[src/rtl/sm_move_ctrl.sv]
// sm_move_ctrl: stepper move sequencer with trapezoid/triangle speed ramp.
// Drives pulse generator period/enable, counts steps, supports soft abort.
// Ports:
//   clk, rst            clock, sync active-high reset
//   cmd_valid/cmd_ready command handshake (ready only while idle)
//   cmd_steps/dir/per_min  move length, direction, cruise period
//   abort               soft stop request (level)
//   drv_step            1-clk step pulse back from the pulse generator
//   drv_enable/drv_dir  pulse generator enable and direction
//   per_n/per_load      period value and its capture strobe
//   busy/done           move in progress / 1-clk end-of-move pulse
//   steps_done          steps issued in current or last move
module sm_move_ctrl #(
  parameter int PER_W     = 17,
  parameter int CNT_W     = 24,
  parameter int PER_START = 1000,
  parameter int ACC_DEC   = 100
) (
  input  logic             clk,
  input  logic             rst,
  input  logic             cmd_valid,
  output logic             cmd_ready,
  input  logic [CNT_W-1:0] cmd_steps,
  input  logic             cmd_dir,
  input  logic [PER_W-1:0] cmd_per_min,
  input  logic             abort,
  input  logic             drv_step,
  output logic             drv_enable,
  output logic             drv_dir,
  output logic [PER_W-1:0] per_n,
  output logic             per_load,
  output logic             busy,
  output logic             done,
  output logic [CNT_W-1:0] steps_done
);

  localparam logic [PER_W-1:0] P_START = PER_W'(PER_START);
  localparam logic [PER_W:0]   P_ACC   = (PER_W+1)'(ACC_DEC);
  localparam logic [PER_W-1:0] P_TWO   = PER_W'(2);

  typedef enum logic [2:0] {
    S_IDLE,
    S_ACCEL,
    S_CRUISE,
    S_DECEL,
    S_FINISH
  } state_t;

  state_t           state;
  logic [CNT_W-1:0] steps_tgt;
  logic [CNT_W-1:0] ramp_cnt;
  logic [PER_W-1:0] per_min;
  logic             aborting;

  logic             step_ev;
  logic [CNT_W-1:0] steps_nx;
  logic [CNT_W-1:0] rem;
  logic [CNT_W-1:0] ramp_up;
  logic [CNT_W-1:0] ramp_dn;
  logic [PER_W:0]   per_sum;
  logic [PER_W-1:0] per_dn;
  logic [PER_W-1:0] per_up;
  logic [PER_W-1:0] pmin_c;
  logic             abort_any;

  // Steps are counted before transitions, so rem reflects this edge's step.
  always_comb begin
    step_ev   = drv_step & drv_enable;
    steps_nx  = steps_done + CNT_W'(step_ev);
    rem       = steps_tgt - steps_nx;
    ramp_up   = ramp_cnt + 1'b1;
    ramp_dn   = (ramp_cnt == '0) ? '0 : ramp_cnt - 1'b1;
    abort_any = aborting | abort;
    pmin_c    = (cmd_per_min < P_TWO) ? P_TWO : cmd_per_min;
    per_sum   = {1'b0, per_min} + P_ACC;
    per_dn    = ({1'b0, per_n} > per_sum) ?
                PER_W'({1'b0, per_n} - P_ACC) : per_min;
    per_up    = (({1'b0, per_n} + P_ACC) >= {1'b0, P_START}) ?
                P_START : PER_W'({1'b0, per_n} + P_ACC);
  end

  always_ff @(posedge clk) begin
    if (rst) begin
      state      <= S_IDLE;
      cmd_ready  <= 1'b1;
      drv_enable <= 1'b0;
      drv_dir    <= 1'b0;
      per_n      <= P_START;
      per_load   <= 1'b0;
      busy       <= 1'b0;
      done       <= 1'b0;
      steps_done <= '0;
      steps_tgt  <= '0;
      ramp_cnt   <= '0;
      per_min    <= P_START;
      aborting   <= 1'b0;
    end else begin
      per_load <= 1'b0;
      done     <= 1'b0;
      if (step_ev)
        steps_done <= steps_nx;
      unique case (state)
        S_IDLE: begin
          cmd_ready <= 1'b1;
          if (cmd_valid && cmd_ready) begin
            cmd_ready  <= 1'b0;
            steps_tgt  <= cmd_steps;
            drv_dir    <= cmd_dir;
            per_min    <= pmin_c;
            steps_done <= '0;
            ramp_cnt   <= '0;
            aborting   <= 1'b0;
            if (cmd_steps == '0) begin
              state <= S_FINISH;
            end else begin
              drv_enable <= 1'b1;
              busy       <= 1'b1;
              per_n      <= P_START;
              per_load   <= 1'b1;
              state      <= (pmin_c >= P_START) ? S_CRUISE : S_ACCEL;
            end
          end
        end
        S_ACCEL: begin
          if (step_ev) begin
            ramp_cnt <= ramp_up;
            per_n    <= per_dn;
            per_load <= (per_dn != per_n);
            if (rem == '0) begin
              drv_enable <= 1'b0;
              busy       <= 1'b0;
              state      <= S_FINISH;
            end else if (abort || rem <= ramp_up) begin
              aborting <= abort;
              state    <= S_DECEL;
            end else if (per_dn == per_min) begin
              state <= S_CRUISE;
            end
          end else if (abort) begin
            aborting <= 1'b1;
            if (ramp_cnt == '0) begin
              drv_enable <= 1'b0;
              busy       <= 1'b0;
              state      <= S_FINISH;
            end else begin
              state <= S_DECEL;
            end
          end
        end
        S_CRUISE: begin
          if (step_ev && rem == '0) begin
            drv_enable <= 1'b0;
            busy       <= 1'b0;
            state      <= S_FINISH;
          end else if (abort) begin
            aborting <= 1'b1;
            if (ramp_cnt == '0) begin
              drv_enable <= 1'b0;
              busy       <= 1'b0;
              state      <= S_FINISH;
            end else begin
              state <= S_DECEL;
            end
          end else if (step_ev && rem <= ramp_cnt) begin
            state <= S_DECEL;
          end
        end
        S_DECEL: begin
          if (abort)
            aborting <= 1'b1;
          if (step_ev) begin
            ramp_cnt <= ramp_dn;
            per_n    <= per_up;
            per_load <= (per_up != per_n);
            if (rem == '0 || (abort_any && ramp_dn == '0)) begin
              drv_enable <= 1'b0;
              busy       <= 1'b0;
              state      <= S_FINISH;
            end
          end else if (abort_any && ramp_cnt == '0) begin
            drv_enable <= 1'b0;
            busy       <= 1'b0;
            state      <= S_FINISH;
          end
        end
        S_FINISH: begin
          drv_enable <= 1'b0;
          busy       <= 1'b0;
          done       <= 1'b1;
          per_n      <= P_START;
          per_load   <= (per_n != P_START);
          state      <= S_IDLE;
        end
        default: state <= S_IDLE;
      endcase
    end
  end

endmodule

[config.mk]
export PLATFORM = sky130hd
export DESIGN_NAME = sm_move_ctrl
export DESIGN_NICKNAME = d
export VERILOG_FILES = /design/src/rtl/sm_move_ctrl.sv
export SDC_FILE = /design/constraint.sdc
export NUM_CORES = 1
export LEC_CHECK = 0
export BUFFER_PORTS_ARGS = -buffer_cell sky130_fd_sc_hd__buf_2
export CAP_MARGIN = 30
export CORE_MARGIN = 10
export CORE_UTILIZATION = 25
export CTS_BUF_LIST = sky130_fd_sc_hd__clkbuf_4
export CTS_CLUSTER_SIZE = 8
export DETAILED_ROUTE_END_ITERATION = 16
export PLACE_DENSITY = 0.39
export SYNTH_ARGS = -nofsm -noshare
export SYNTH_HDL_FRONTEND = slang
export SYNTH_SLANG_ARGS = --single-unit
[constraint.sdc]
create_clock -name clk -period 22.4 [get_ports clk]
set_input_delay 4.48 -clock clk [delete_from_list [all_inputs] [get_ports clk]]
set_output_delay 4.48 -clock clk [all_outputs]
set_load 0.1 [all_outputs]
* After elaboration in Yosys (flattened, before gate mapping)
Cells that the tools add are included.
W data, S select, Z words.
** Operators by class
- Equality and inequality tests :: 21
- Order comparisons :: 6
- Reductions and logical operators :: 22
- Add/sub/neg operators :: 7
- Multiplexer cells :: 62
- Bitwise operators :: 2
** Operator list (count)
- $mux W24 :: 7
- $mux W17 :: 7
- $logic_not A24 Y1 :: 4
- $pmux W24 S3 :: 1
- $pmux W17 S4 :: 1
- $le A24 B24 Y1 :: 2
- $mux W3 :: 14
- $add A17 B7 Y18 const B :: 2
- $ne A17 B17 Y1 :: 2
- $mux W1 :: 26
- $add A24 B1 Y24 :: 1
- $add A24 B1 Y24 const B :: 1
- $sub A24 B1 Y24 const B :: 1
- $sub A24 B24 Y24 :: 1
- $ge A18 B10 Y1 const B :: 1
- $gt A17 B18 Y1 :: 1
- $ne A3 B3 Y1 const B :: 6
- $eq A17 B17 Y1 :: 1
- $ge A17 B10 Y1 const B :: 1
- $lt A17 B2 Y1 const B :: 1
- $ne A17 B10 Y1 const B :: 1
- $sub A17 B7 Y17 const B :: 1
- $pmux W3 S4 :: 1
- $reduce_and A6 Y1 :: 2
- other kinds (20) :: 34
** Storage, ports and cells
- Logic and storage cells :: 133
- Flip-flop bits (word level) :: 116
- Input bits :: 47

* Logic depth before layout (Yosys ltp)
Gate-level depths: netlist of run 1.
- Depth after elaboration :: 9
- Gate-level depth with buffers :: 30
- Depth with buffers taken out :: 28

* Worst setup path after synthesis of run 1
Ideal clock, no wire load.
- Path kind :: in2reg
- Start point :: input drv_step
- End point :: register state[0]
- Path buffers :: 1
- Slack :: 11650 ps
- Stages on the path :: 27
- Data required time :: 22267 ps
- Arrival time :: 10617 ps
- Setup time :: 133 ps
- Path through :: nand2_1 > inv_1 > clkbuf_1 > ha_1 > ha_1 > nand3_1 > or3_1 > nor2_1 > and3_1 > and2_1 > nand4_1 > xor2_1 > ha_1 > nand2_1 > or4_1 > o41a_1 > and3_1 > or2_2 > ha_1 > nand4_1 > nor4_1 > o31ai_1 > a31oi_1 > o2111a_1 > nor4_4 > a211oi_1 > a211oi_2
** On the way
- Cells in the longest elaborated chain, start to end :: 9
** RTL lines
- start, declared :: line 27 : input logic drv_step,
- $and A1 B1 Y1 * :: line 68 : step_ev = drv_step & drv_enable;
- $add A24 B1 Y24 :: line 69 : steps_nx = steps_done + CNT_W'(step_ev);
- $sub A24 B24 Y24 :: line 70 : rem = steps_tgt - steps_nx;
- $le A24 B24 Y1 :: line 133 : end else if (abort || rem <= ramp_up) begin
- $logic_or A1 B1 Y1 :: line 133
- $mux W3 :: line 133
- $mux W3 :: line 129 : if (rem == '0) begin
- $mux W3 :: line 125 : if (step_ev) begin
- $pmux W3 S4 :: line 102 : unique case (state)
- end signal, assigned :: line 120 : state <= (pmin_c >= P_START) ? S_CRUISE : S_ACCEL;
- end, declared :: line 49 : state_t state;
Mark *: on every way between the ends. The rest lies on a longest branch, timed or not.
A chain may end at the register's enable or synchronous reset.

* Final worst setup path of run 1
Same ends and word-level chain as after synthesis.

==> results of run 1 <==
==> kinds of logic after synthesis <==
logic type,count (synthesis),share of synthesized area
simple gates,617,0.267
compound gates,429,0.250
buf+inv,166,0.0566
xor+xnor,135,0.103
flops,116,0.202
fa+ha+maj,99,0.109
mux,13,0.0116
==> cell type report <==
| class | instances | area (sq um) |
|---|---|---|
| flip-flops and latches | 116 | 2320 |
| clock buffers | 18 | 135 |
| clock inverters | 14 | 138 |
| multi-input cells | 1293 | 8510 |
| repair buffers | 114 | 628 |
| fillers | 5086 | 32700 |
| diodes | 1 | 2.50 |
| inverters | 57 | 214 |
| well taps | 600 | 751 |
==> through the flow <==
| step | setup slack, ns | cell area, sq um |
|---|---|---|
| 2_1_floorplan | 11.65 | 11500 |
| 3_3_place_gp | 10.86 | 12400 |
| 3_5_place_dp | 10.52 | 12400 |
| 4_1_cts | 11.22 | 12700 |
| 5_1_grt | 10.63 | 12700 |
| 6_report | 11.19 | 12700 |
==> flip-flops by register name, indices dropped and copies added, names as in the netlist <==
name / count
aborting: 1
per_load: 1
drv_enable: 1
steps_tgt: 24
per_n: 17
per_min: 17
cmd_ready: 1
ramp_cnt: 24
drv_dir: 1
busy: 1
done: 1
steps_done: 24
state: 3
==> power groups by stage <==
stage	combinational, mW	sequential, mW	clock, mW
floorplan	0.648	0.277	0
detailed placement	0.902	0.282	0
finish	0.906	0.277	0.164
CTS	0.906	0.277	0.174
global route	1.01	0.281	0.179
global placement	0.905	0.282	0
==> metal layers <==
layer | global-route usage | vias to the layer above | share of wire
met4 | 0.0454 | 0 | 0.021
met1 | 0.219 | 5763 | 0.47
li1 | - | 5823 | -
met3 | 0.0308 | 49 | 0.047
met5 | 0 | - | 0
met2 | 0.263 | 293 | 0.46
==> worst min-delay path by stage <==
stage	from	endpoint	slack [ns]	cells after the start
2_1_floorplan	steps_tgt[0]	steps_tgt[0]	0.44	2
3_3_place_gp	drv_dir	drv_dir	0.44	2
3_5_place_dp	steps_tgt[5]	steps_tgt[5]	0.45	2
4_1_cts	steps_tgt[5]	steps_tgt[5]	0.47	2
5_1_grt	drv_dir	drv_dir	0.49	2
6_report	drv_dir	drv_dir	0.47	2
==> critical path, cell delays in order <==
cell and delay [ns]:
buf_2 0.08, nand2_1 0.05, buf_4 0.25, inv_1 0.52, ha_1 0.30, ha_1 0.21
nand3_1 0.16, or3_1 0.47, nor2_1 0.22, and3_1 0.27, and2_1 0.23, nand2_1 0.08
xor2_1 0.16, ha_1 0.44, nand2_2 0.16, or4_1 0.58, o41a_1 0.44, and3_1 0.20
or2_2 0.30, ha_1 0.30, nand4_1 0.11, nor4_1 0.48, o31ai_1 0.16, a31oi_1 0.32
o2111a_1 0.30, nor4_4 0.07, a21o_2 0.24, a211oi_2 0.18
==> cells in the final DEF (no fill, tap or decap), types with 7 or more instances in the layout <==
master,count
and2_1,9
a211oi_1,11
mux2i_1,11
o22ai_1,16
a221o_1,7
a31oi_1,12
xor2_1,52
nor2_1,138
a21oi_1,124
a32oi_1,9
o21a_1,11
or4_1,11
nor4_1,30
nand3_1,43
o21ai_0,73
or3_1,18
and3_1,20
ha_1,98
inv_1,56
nand2b_1,18
o211ai_1,14
or2_2,7
xnor2_1,83
nand3b_1,8
a21o_1,20
a22oi_1,20
o21bai_1,8
nor3_1,34
clkbuf_4,18
nand2_1,187
buf_2,94
dfxtp_1,116
and4_1,12
nor2b_1,8
nand4_1,50
o31ai_1,7
buf_4,19
a311oi_1,8
a221oi_1,11
==> impl_results.md, run 1 <==
* Outcome: completed
* Die ar. at 54800 sq um
* Reg2Reg Capture Point: state[0]
* Synth Instances at 1575
* CTS Hold Bufs at 0
* Starting Density at 0.253
* TritonCTS clock tree: done
* Drt wl/cell at 20.6 microns
* Pwr Density at 106 nW/um^2
* Largest net degree at the start of global routing at 59
* Final setup violation count at 0
* PortBufs at 93
* Syn Area/Cell at 7.28 sq um
* Total number of vias at 11928
* Critical Setup Path Class: in2reg
* Crit path DAT at 11.77 ns
* Cell area after synthesis at 11500 sq um
* Worst vdd ir at 0.0432 mV
* Reg power frac at 0.206
* Hold_ws at 0.470 ns
* FF-to-FF setup slack at 14.49 ns
* DP Cell Count at 2180
* Worst Reg-to-Reg Cells at 27
* Max Clock Skew at 0.0412 ns
* Post-synthesis sequential element count at 116
* CP Launch Type: primary input
* Worst-path clk slew at 0.13 ns
* DIE WIDTH at 234 microns
* Post-synth top area share at 0.202
* Post-CTS sizing at 0
* Clock root buffer: clkbuf_4
* Vias in the first global route at 11532
* RSZ-0062 raised after global routing: no
* Final Util at 0.280
* Detailed-route wire length at 45600 microns
* Layout cells sized above 1 at 0.108
* 1st-iter DRT viols at 953
* Slew HR at 0.329
* Pre-Repair DR Iteration Count at 7
* Hold Path Class: reg2reg
* Synth async-reset ratio at 0
* First-pass GRT wire length at 69600 microns
* P_sw at 707 uW
* Setup TNS Final at 0 ns
* Buffer count from post-CTS setup fixing at 0
* Gr ovfl total at 0
* Total Power at 1.35 mW
* Final min period at 11.21 ns
* Max_cap viols at 0
* Synth area leader: dfxtp_1
* CTS Buf Count at 17
* Post-synth EDFFs at 0
* Final Cycle Share at 0.501
* H-tree Lvls at 4
* Logic pwr share at 0.672
* CP endpoint kind: flop
* Max Freq at 89.2 MHz
* Synth top area cells: dfxtp_1 (20%), ha_1 (11%), xnor2_1 (6.3%), nand2_1 (6.1%), a21oi_1 (5.4%)
* Crit path launch: drv_step
* # IOs at 94
* Worst EP required at 22.96 ns
* Net Sw Frac at 0.525
* Syn_nets at 1721
* Post-layout nets at 1745
* Synth cell types at 89
* Non-filler instance count after layout at 2213
* CTS Sinks at 116
* Drt drc at 0
* Max FO, Critical Path at 22
* Static leakage power at 4.87 nW
* Clock power frac at 0.122
* Worst-Skew Late Latency at 0.64 ns
* Die Ht at 234 microns
* Setup crit end: state[0]
* Final count of pins violating max slew at 0
* Initial antenna violation count at 1
* CORE AREA at 45400 sq um
* Most frequent cell after synthesis: nand2_1
* Cell-internal power at 641 uW
* Final RePlAce weighted congestion at 0.923
* Cell row count at 78
* Max clock buf depth at 2
* Post-synth top cells: nand2_1 (187), nor2_1 (140), a21oi_1 (124)
* Worst slew pin tran at 0.999 ns
* Hold Vio Cnt, Final at 0
* Routed vias/inst at 5.39
* Synth warn at 0
* Post-DP HPWL at 35400 microns
* Area delta synth->final at 10.7%
* Global-route usage over all layers at 0.164
* Worst r2r src: drv_enable
* Antenna-violating nets left at 0
* Register area share after synthesis at 0.202
* Main synth FF type: dfxtp_1
(Power assumes the default switching activity.)
==> run 2, diff against run 1 <==
clock period = 10.33 ns   (was 22.4 ns; I/O delays follow)
==> run 2 against run 1 <==
Against the previous run:
- final cell count about the same
- largest power group unchanged
- clock skew down 0.019 ns
- critical path type unchanged
- non-clock buffer count up 1
- die area unchanged
- sequential share of layout area about the same
- combinational power up 120%
- clock power up 110%
- power up 120%
- utilization about the same
==> impl_results.md, run 2 (synthesis gave the netlist of run 1 again) <==
* Place WS at 1.38 ns (was 10.52 ns)
* Hold_ws at 0.467 ns (was 0.470 ns)
* Final Util at 0.280 (about the same)
* CTS Buf Count at 17 (unchanged)
* Max Clock Skew at 0.0219 ns (was 0.0412 ns)
* Post-DP HPWL at 35200 microns (was 35400 microns)
* Routed vias/inst at 5.38 (was 5.39)
* Worst vdd ir at 0.0889 mV (was 0.0432 mV)
* Max clock buf depth at 2 (unchanged)
* Hold Path Class: reg2reg (unchanged)
* RSZ-0062 raised after global routing: no (unchanged)
* Total Power at 2.92 mW (was 1.35 mW)
* Final setup violation count at 0 (unchanged)
* Worst slew pin tran at 0.986 ns (was 0.999 ns)
* PortBufs at 93 (unchanged)
* Max_cap viols at 0 (unchanged)
* Drt wl/cell at 20.5 microns (was 20.6 microns)
* CTS Sinks at 116 (unchanged)
* DIE WIDTH at 234 microns (unchanged)
* CORE AREA at 45400 sq um (unchanged)
* Final RePlAce weighted congestion at 0.881 (was 0.923)
* Post-CTS sizing at 0 (unchanged)
* Final min period at 8.37 ns
* Area delta synth->final at 10.8% (was 10.7%)
* Most frequent cells in the layout: nand2_1 (187), nor2_1 (138), a21oi_1 (124) (unchanged)
* Outcome: completed (unchanged)
* Final Cycle Share at 0.810
* Global-route usage over all layers at 0.163 (was 0.164)
* Static leakage power at 4.88 nW (was 4.87 nW)
* Worst-path clk slew at 0.13 ns (about the same)
* Drt drc at 0 (unchanged)
* Die ar. at 54800 sq um (unchanged)
* Hold Vio Cnt, Final at 0 (unchanged)
* Layout cells sized above 1 at 0.108 (about the same)
* Post-layout nets at 1746 (was 1745)
* Antenna-violating nets left at 0 (unchanged)
* 1st-iter DRT viols at 997 (was 953)
* CP endpoint kind: flop (unchanged)
* # IOs at 94 (unchanged)
* Pre-Repair DR Iteration Count at 6 (was 7)
* Final Worst Setup Slack at 1.96 ns (was 11.19 ns)
* Largest regs: ramp_cnt x24, steps_done x24, steps_tgt x24 (unchanged)
* Setup TNS Final at 0 ns (unchanged)
* CP Launch Type: primary input (unchanged)
* Initial antenna violation count at 3 (was 1)
* Crit path DAT at 8.86 ns (was 11.77 ns)
* Buffer count from post-CTS setup fixing at 0 (unchanged)
* Slew HR at 0.341 (was 0.329)
* Largest net degree at the start of global routing at 58 (was 59)
* Vias in the first global route at 11427 (was 11532)
* TritonCTS clock tree: done (unchanged)
* Commonest non-fill, non-tap cell in the layout: nand2_1 (unchanged)
* Final count of pins violating max slew at 0 (unchanged)
* Cell row count at 78 (unchanged)
* Detailed-route wire length at 45400 microns (was 45600 microns)
* Worst EP required at 10.82 ns (was 22.96 ns)
* First-pass GRT wire length at 69600 microns (about the same)
* DP Cell Count at 2181 (was 2180)
* Max Freq at 120 MHz
* Gr ovfl total at 0 (unchanged)
* Design Area, Final at 12700 sq um (about the same)
* Starting Density at 0.253 (unchanged)
* Max FO, Critical Path at 17 (was 22)
* Placed inst area at 12400 sq um (about the same)
* Critical Setup Path Class: in2reg (unchanged)
* Worst-Skew Late Latency at 0.62 ns (was 0.64 ns)
* Total number of vias at 11919 (was 11928)
* Die Ht at 234 microns (unchanged)
* Non-filler instance count after layout at 2214 (was 2213)
* Pwr Density at 230 nW/um^2 (was 106 nW/um^2)
* CTS Hold Bufs at 0 (unchanged)
* Clock root buffer: clkbuf_4 (unchanged)
* H-tree Lvls at 4 (unchanged)
## run 2: cell types whose count changed in the layout (fill, tap and decap cells not counted)
cell / delta
buf_2: +1
## run 2: worst max-delay path: stages
cell	delay [ns]
buf_2	0.08
nand2_1	0.06
inv_1	0.07
buf_4	0.26
ha_1	0.23
ha_1	0.21
nand3_1	0.16
or3_1	0.48
nor2_1	0.21
and3_1	0.27
and2_1	0.22
nand2_1	0.08
xor2_1	0.17
ha_1	0.45
nand2_2	0.15
or4_1	0.58
o41a_1	0.44
and3_1	0.20
or2_2	0.30
ha_1	0.30
nand4_1	0.12
nor4_1	0.48
o31ai_1	0.17
a31oi_1	0.34
o2111a_1	0.31
nor4_4	0.07
a211oi_1	0.29
a211oi_2	0.07
## run 2: power by group
| part | leakage, nW | total, mW | internal [mW] | switching [mW] |
|---|---|---|---|---|
| clock network | 0.135 | 0.350 | 0.143 | 0.207 |
| logic | 3.80 | 1.97 | 0.758 | 1.21 |
| registers | 0.942 | 0.599 | 0.496 | 0.102 |
## run 2: metal layers
layer	wire (microns)	track usage
met1	20800	0.214
met2	21500	0.269
met3	2430	0.0326
met4	675	0.0375
met5	19	0
## run 2: worst paths after layout
path / from / depth (start not counted) / endpoint / slack [ns]
worst min-delay path: drv_dir / 2 / drv_dir / 0.47
worst max register to register: drv_enable / 27 / state[0] / 2.91
worst min register to register: drv_dir / 2 / drv_dir / 0.47
worst max-delay path: drv_step / 28 / state[0] / 1.96
## run 2: cell type report
class / instances / area [sq um]
Multi-Input combinational cell: 1293 / 8510
Antenna cell: 1 / 2.50
Fill cell: 5066 / 32700
Clock inverter: 14 / 138
Clock buffer: 18 / 135
Tap cell: 600 / 751
Timing Repair Buffer: 115 / 633
Sequential cell: 116 / 2320
Inverter: 57 / 214
==> run 3, diff against run 2 <==
ABC_AREA = 1   (was unset)
clock period = 8.3 ns   (was 10.33 ns; I/O delays follow)
==> run 3 against run 2 <==
Against the previous run:
- clock power grew 29%
- combinational power up 99%
- final area rose by 3.3%
- hold slack better by 0.0021 ns
- non-clock buffer count is 12 lower
- clock skew up 0.0050 ns
- routed wire length grew 6.6%
- synthesized area is 3.2% higher
- largest power group unchanged
==> impl_results.md, run 3 <==
* Most frequent cell after synthesis: nand2_1 (unchanged)
* Clock root buffer: clkbuf_4 (unchanged)
* Main synth FF type: dfxtp_1 (unchanged)
* Post-DP HPWL at 39200 microns (was 35200 microns)
* DP Cell Count at 2640 (was 2181)
* Drt drc at 0 (unchanged)
* Cell area after synthesis at 11800 sq um (was 11500 sq um)
* Critical path depth in cells at 41 (was 28)
* Initial antenna violation count at 2 (was 3)
* CP Launch Type: primary input (unchanged)
* TritonCTS clock tree: done (unchanged)
* Static leakage power at 6.16 nW (was 4.88 nW)
* Global-route usage over all layers at 0.169 (was 0.163)
* CP Buf/Inv Count at 7 (was 3)
* Final setup violation count at 0 (unchanged)
* Vias in the first global route at 12343 (was 11427)
* Final Cycle Share at 0.803
* Synth cell types at 50 (was 89)
* Area delta synth->final at 10.9% (was 10.8%)
* Buffer count from post-CTS setup fixing at 0 (unchanged)
* Most frequent cells in the layout: nand2_1 (542), inv_1 (237), nor2_1 (231) (was nand2_1 (187), nor2_1 (138), a21oi_1 (124))
* Commonest non-fill, non-tap cell in the layout: nand2_1 (unchanged)
* H-tree Lvls at 4 (unchanged)
* Syn_nets at 2147 (was 1721)
* Synth async-reset ratio at 0 (unchanged)
* CP endpoint kind: flop (unchanged)
* Crit path max-delay family: simple AND/OR/NAND/NOR gates (unchanged)
* Gr ovfl total at 0 (unchanged)
* CTS Hold Bufs at 0 (unchanged)
* Worst Reg-to-Reg Cells at 40 (was 27)
* PortBufs at 93 (unchanged)
* CTS Buf Count at 17 (unchanged)
* First-pass GRT wire length at 74000 microns (was 69600 microns)
* # IOs at 94 (unchanged)
* Largest regs: ramp_cnt x24, steps_done x24, steps_tgt x24 (unchanged)
* Hold_ws at 0.469 ns (was 0.467 ns)
* Synth Instances at 2001 (was 1575)
* Layout cells sized above 1 at 0.0794 (was 0.108)
* Pwr Density at 394 nW/um^2 (was 230 nW/um^2)
* RSZ-0062 raised after global routing: no (unchanged)
* Post-synth top area share at 0.196 (was 0.202)
* Hold Vio Cnt, Final at 0 (unchanged)
* Drt wl/cell at 18.1 microns (was 20.5 microns)
* Post-synthesis sequential element count at 116 (unchanged)
* Slowest cell delay on critical path at 0.42 ns (was 0.58 ns)
* Outcome: completed (unchanged)
* Max clock buf depth at 2 (unchanged)
* Critical Setup Path Class: in2reg (unchanged)
* Antenna-violating nets left at 0 (unchanged)
* Final min period at 6.66 ns
* Slew HR at 0.341 (about the same)
* Hold Path Depth at 2 (unchanged)
* Worst slew pin tran at 0.988 ns (was 0.986 ns)
* Die Ht at 238 microns (was 234 microns)
* 1st-iter DRT viols at 989 (was 997)
* Detailed-route wire length at 48400 microns (was 45400 microns)
* Max Clock Skew at 0.0269 ns (was 0.0219 ns)
* Total number of vias at 13133 (was 11919)
* Starting Density at 0.254 (was 0.253)
* Fillers at 5419 (was 5066)
* Worst path slowest cell: nor4_1 (was or4_1)
* Synth warn at 0 (unchanged)
* DIE WIDTH at 238 microns (was 234 microns)
* Crit path DAT at 7.31 ns (was 8.86 ns)
* Largest net degree at the start of global routing at 54 (was 58)
* Hold Path Class: reg2reg (unchanged)
* Worst-Skew Late Latency at 0.72 ns (was 0.62 ns)
* Cell row count at 79 (was 78)
* Setup TNS Final at 0 ns (unchanged)
* Worst EP required at 8.94 ns (was 10.82 ns)
* Die ar. at 56400 sq um (was 54800 sq um)
* Post-synth EDFFs at 0 (unchanged)
* Post-layout nets at 2198 (was 1746)
* Final Util at 0.281 (was 0.280)
* Routed vias/inst at 4.91 (was 5.38)
* Register area share after synthesis at 0.196 (was 0.202)
* CORE AREA at 46700 sq um (was 45400 sq um)
* CTS Sinks at 116 (unchanged)
* Top cell by count, worst path: nand2_1 (was ha_1)
* Synth area leader: dfxtp_1 (unchanged)
* Non-filler instance count after layout at 2676 (was 2214)
* Final count of pins violating max slew at 0 (unchanged)
* Worst vdd ir at 0.174 mV (was 0.0889 mV)
* Syn Area/Cell at 5.91 sq um (was 7.28 sq um)
* Post-synth top cells: nand2_1 (542), inv_1 (237), nor2_1 (234) (was nand2_1 (187), nor2_1 (140), a21oi_1 (124))
* Max Freq at 150 MHz
* Max FO, Critical Path at 6 (was 17)
* Max_cap viols at 0 (unchanged)
* Worst-path clk slew at 0.11 ns (was 0.13 ns)
* Post-CTS sizing at 0 (unchanged)
* Pre-Repair DR Iteration Count at 5 (was 6)
* Final RePlAce weighted congestion at 0.876 (was 0.881)
* Synth top area cells: dfxtp_1 (20%), nand2_1 (17%), ha_1 (10%), nand3_1 (8.7%), inv_1 (7.5%) (was dfxtp_1 (20%), ha_1 (11%), xnor2_1 (6.3%), nand2_1 (6.1%), a21oi_1 (5.4%))
[run 3: cell count changes after synthesis, moves of 12 or more]
cell,delta
or3_1,-17
a21o_1,-19
nor2_1,+94
xnor2_1,-71
a22oi_1,-20
nand2b_1,-18
inv_1,+181
and4_1,-12
and3_1,-20
clkbuf_1,-42
nand2_1,+355
nor4_1,-12
nand3_1,+163
[run 3: logic make-up after synthesis]
group | Yosys count | share of synthesized area
AOI/OAI and AO/OA | 276 | 0.130
xor gates and xnor gates | 74 | 0.0548
adders and majority gates | 99 | 0.105
buffers and inverters | 317 | 0.106
DFF | 116 | 0.196
and+or+nand+nor | 1119 | 0.407
[run 3: path summary, 6_finish.rpt]
path,start,end,slack (ns)
setup / recovery,drv_step,state[1],1.64
hold / removal,steps_tgt[0],steps_tgt[0],0.47
hold reg to reg,steps_tgt[0],steps_tgt[0],0.47
setup reg to reg,drv_enable,state[1],2.25
[run 3: tightest hold or removal path, cell delays in order, from the launching register on]
cell     delay [ns]
dfxtp_1        0.31
inv_1          0.06
a21oi_1        0.06
[run 3: final cells by class]
class                           count  area (sq um)  area share
Clock inverter                     14           138      0.0105
Antenna cell                        4          10.0    0.000763
Multi-Input combinational cell   1568          8260       0.630
Timing Repair Buffer              103           568      0.0433
Tap cell                          607           759      0.0579
Clock buffer                       18           135      0.0103
Inverter                          246           926      0.0706
Sequential cell                   116          2320       0.177
[run 3: per-stage QoR]
stage | cell area [sq um] | total power [mW] | setup WS [ns]
finish | 13100 | 5.17 | 1.64
global route | 13100 | 5.77 | 0.996
CTS | 13100 | 5.22 | 1.74
detailed placement | 12800 | 4.74 | 0.923
global placement | 12800 | 4.70 | 0.985
floorplan | 11800 | 3.68 | 0.904
[run 3: power breakdown]
part / leakage (nW) / switching [mW] / internal (mW)
sequential: 0.947 / 0.135 / 0.662
combinational: 5.08 / 2.73 / 1.19
clock: 0.137 / 0.272 / 0.178
[run 3: layer usage]
metal,wire length [microns],GRT usage,vias to the layer above,share of wire
li1,-,-,6710,-
met1,23700,0.230,6069,0.49
met2,21700,0.270,323,0.45
met3,2370,0.0323,31,0.049
met4,669,0.0425,0,0.014
met5,0,0,-,0
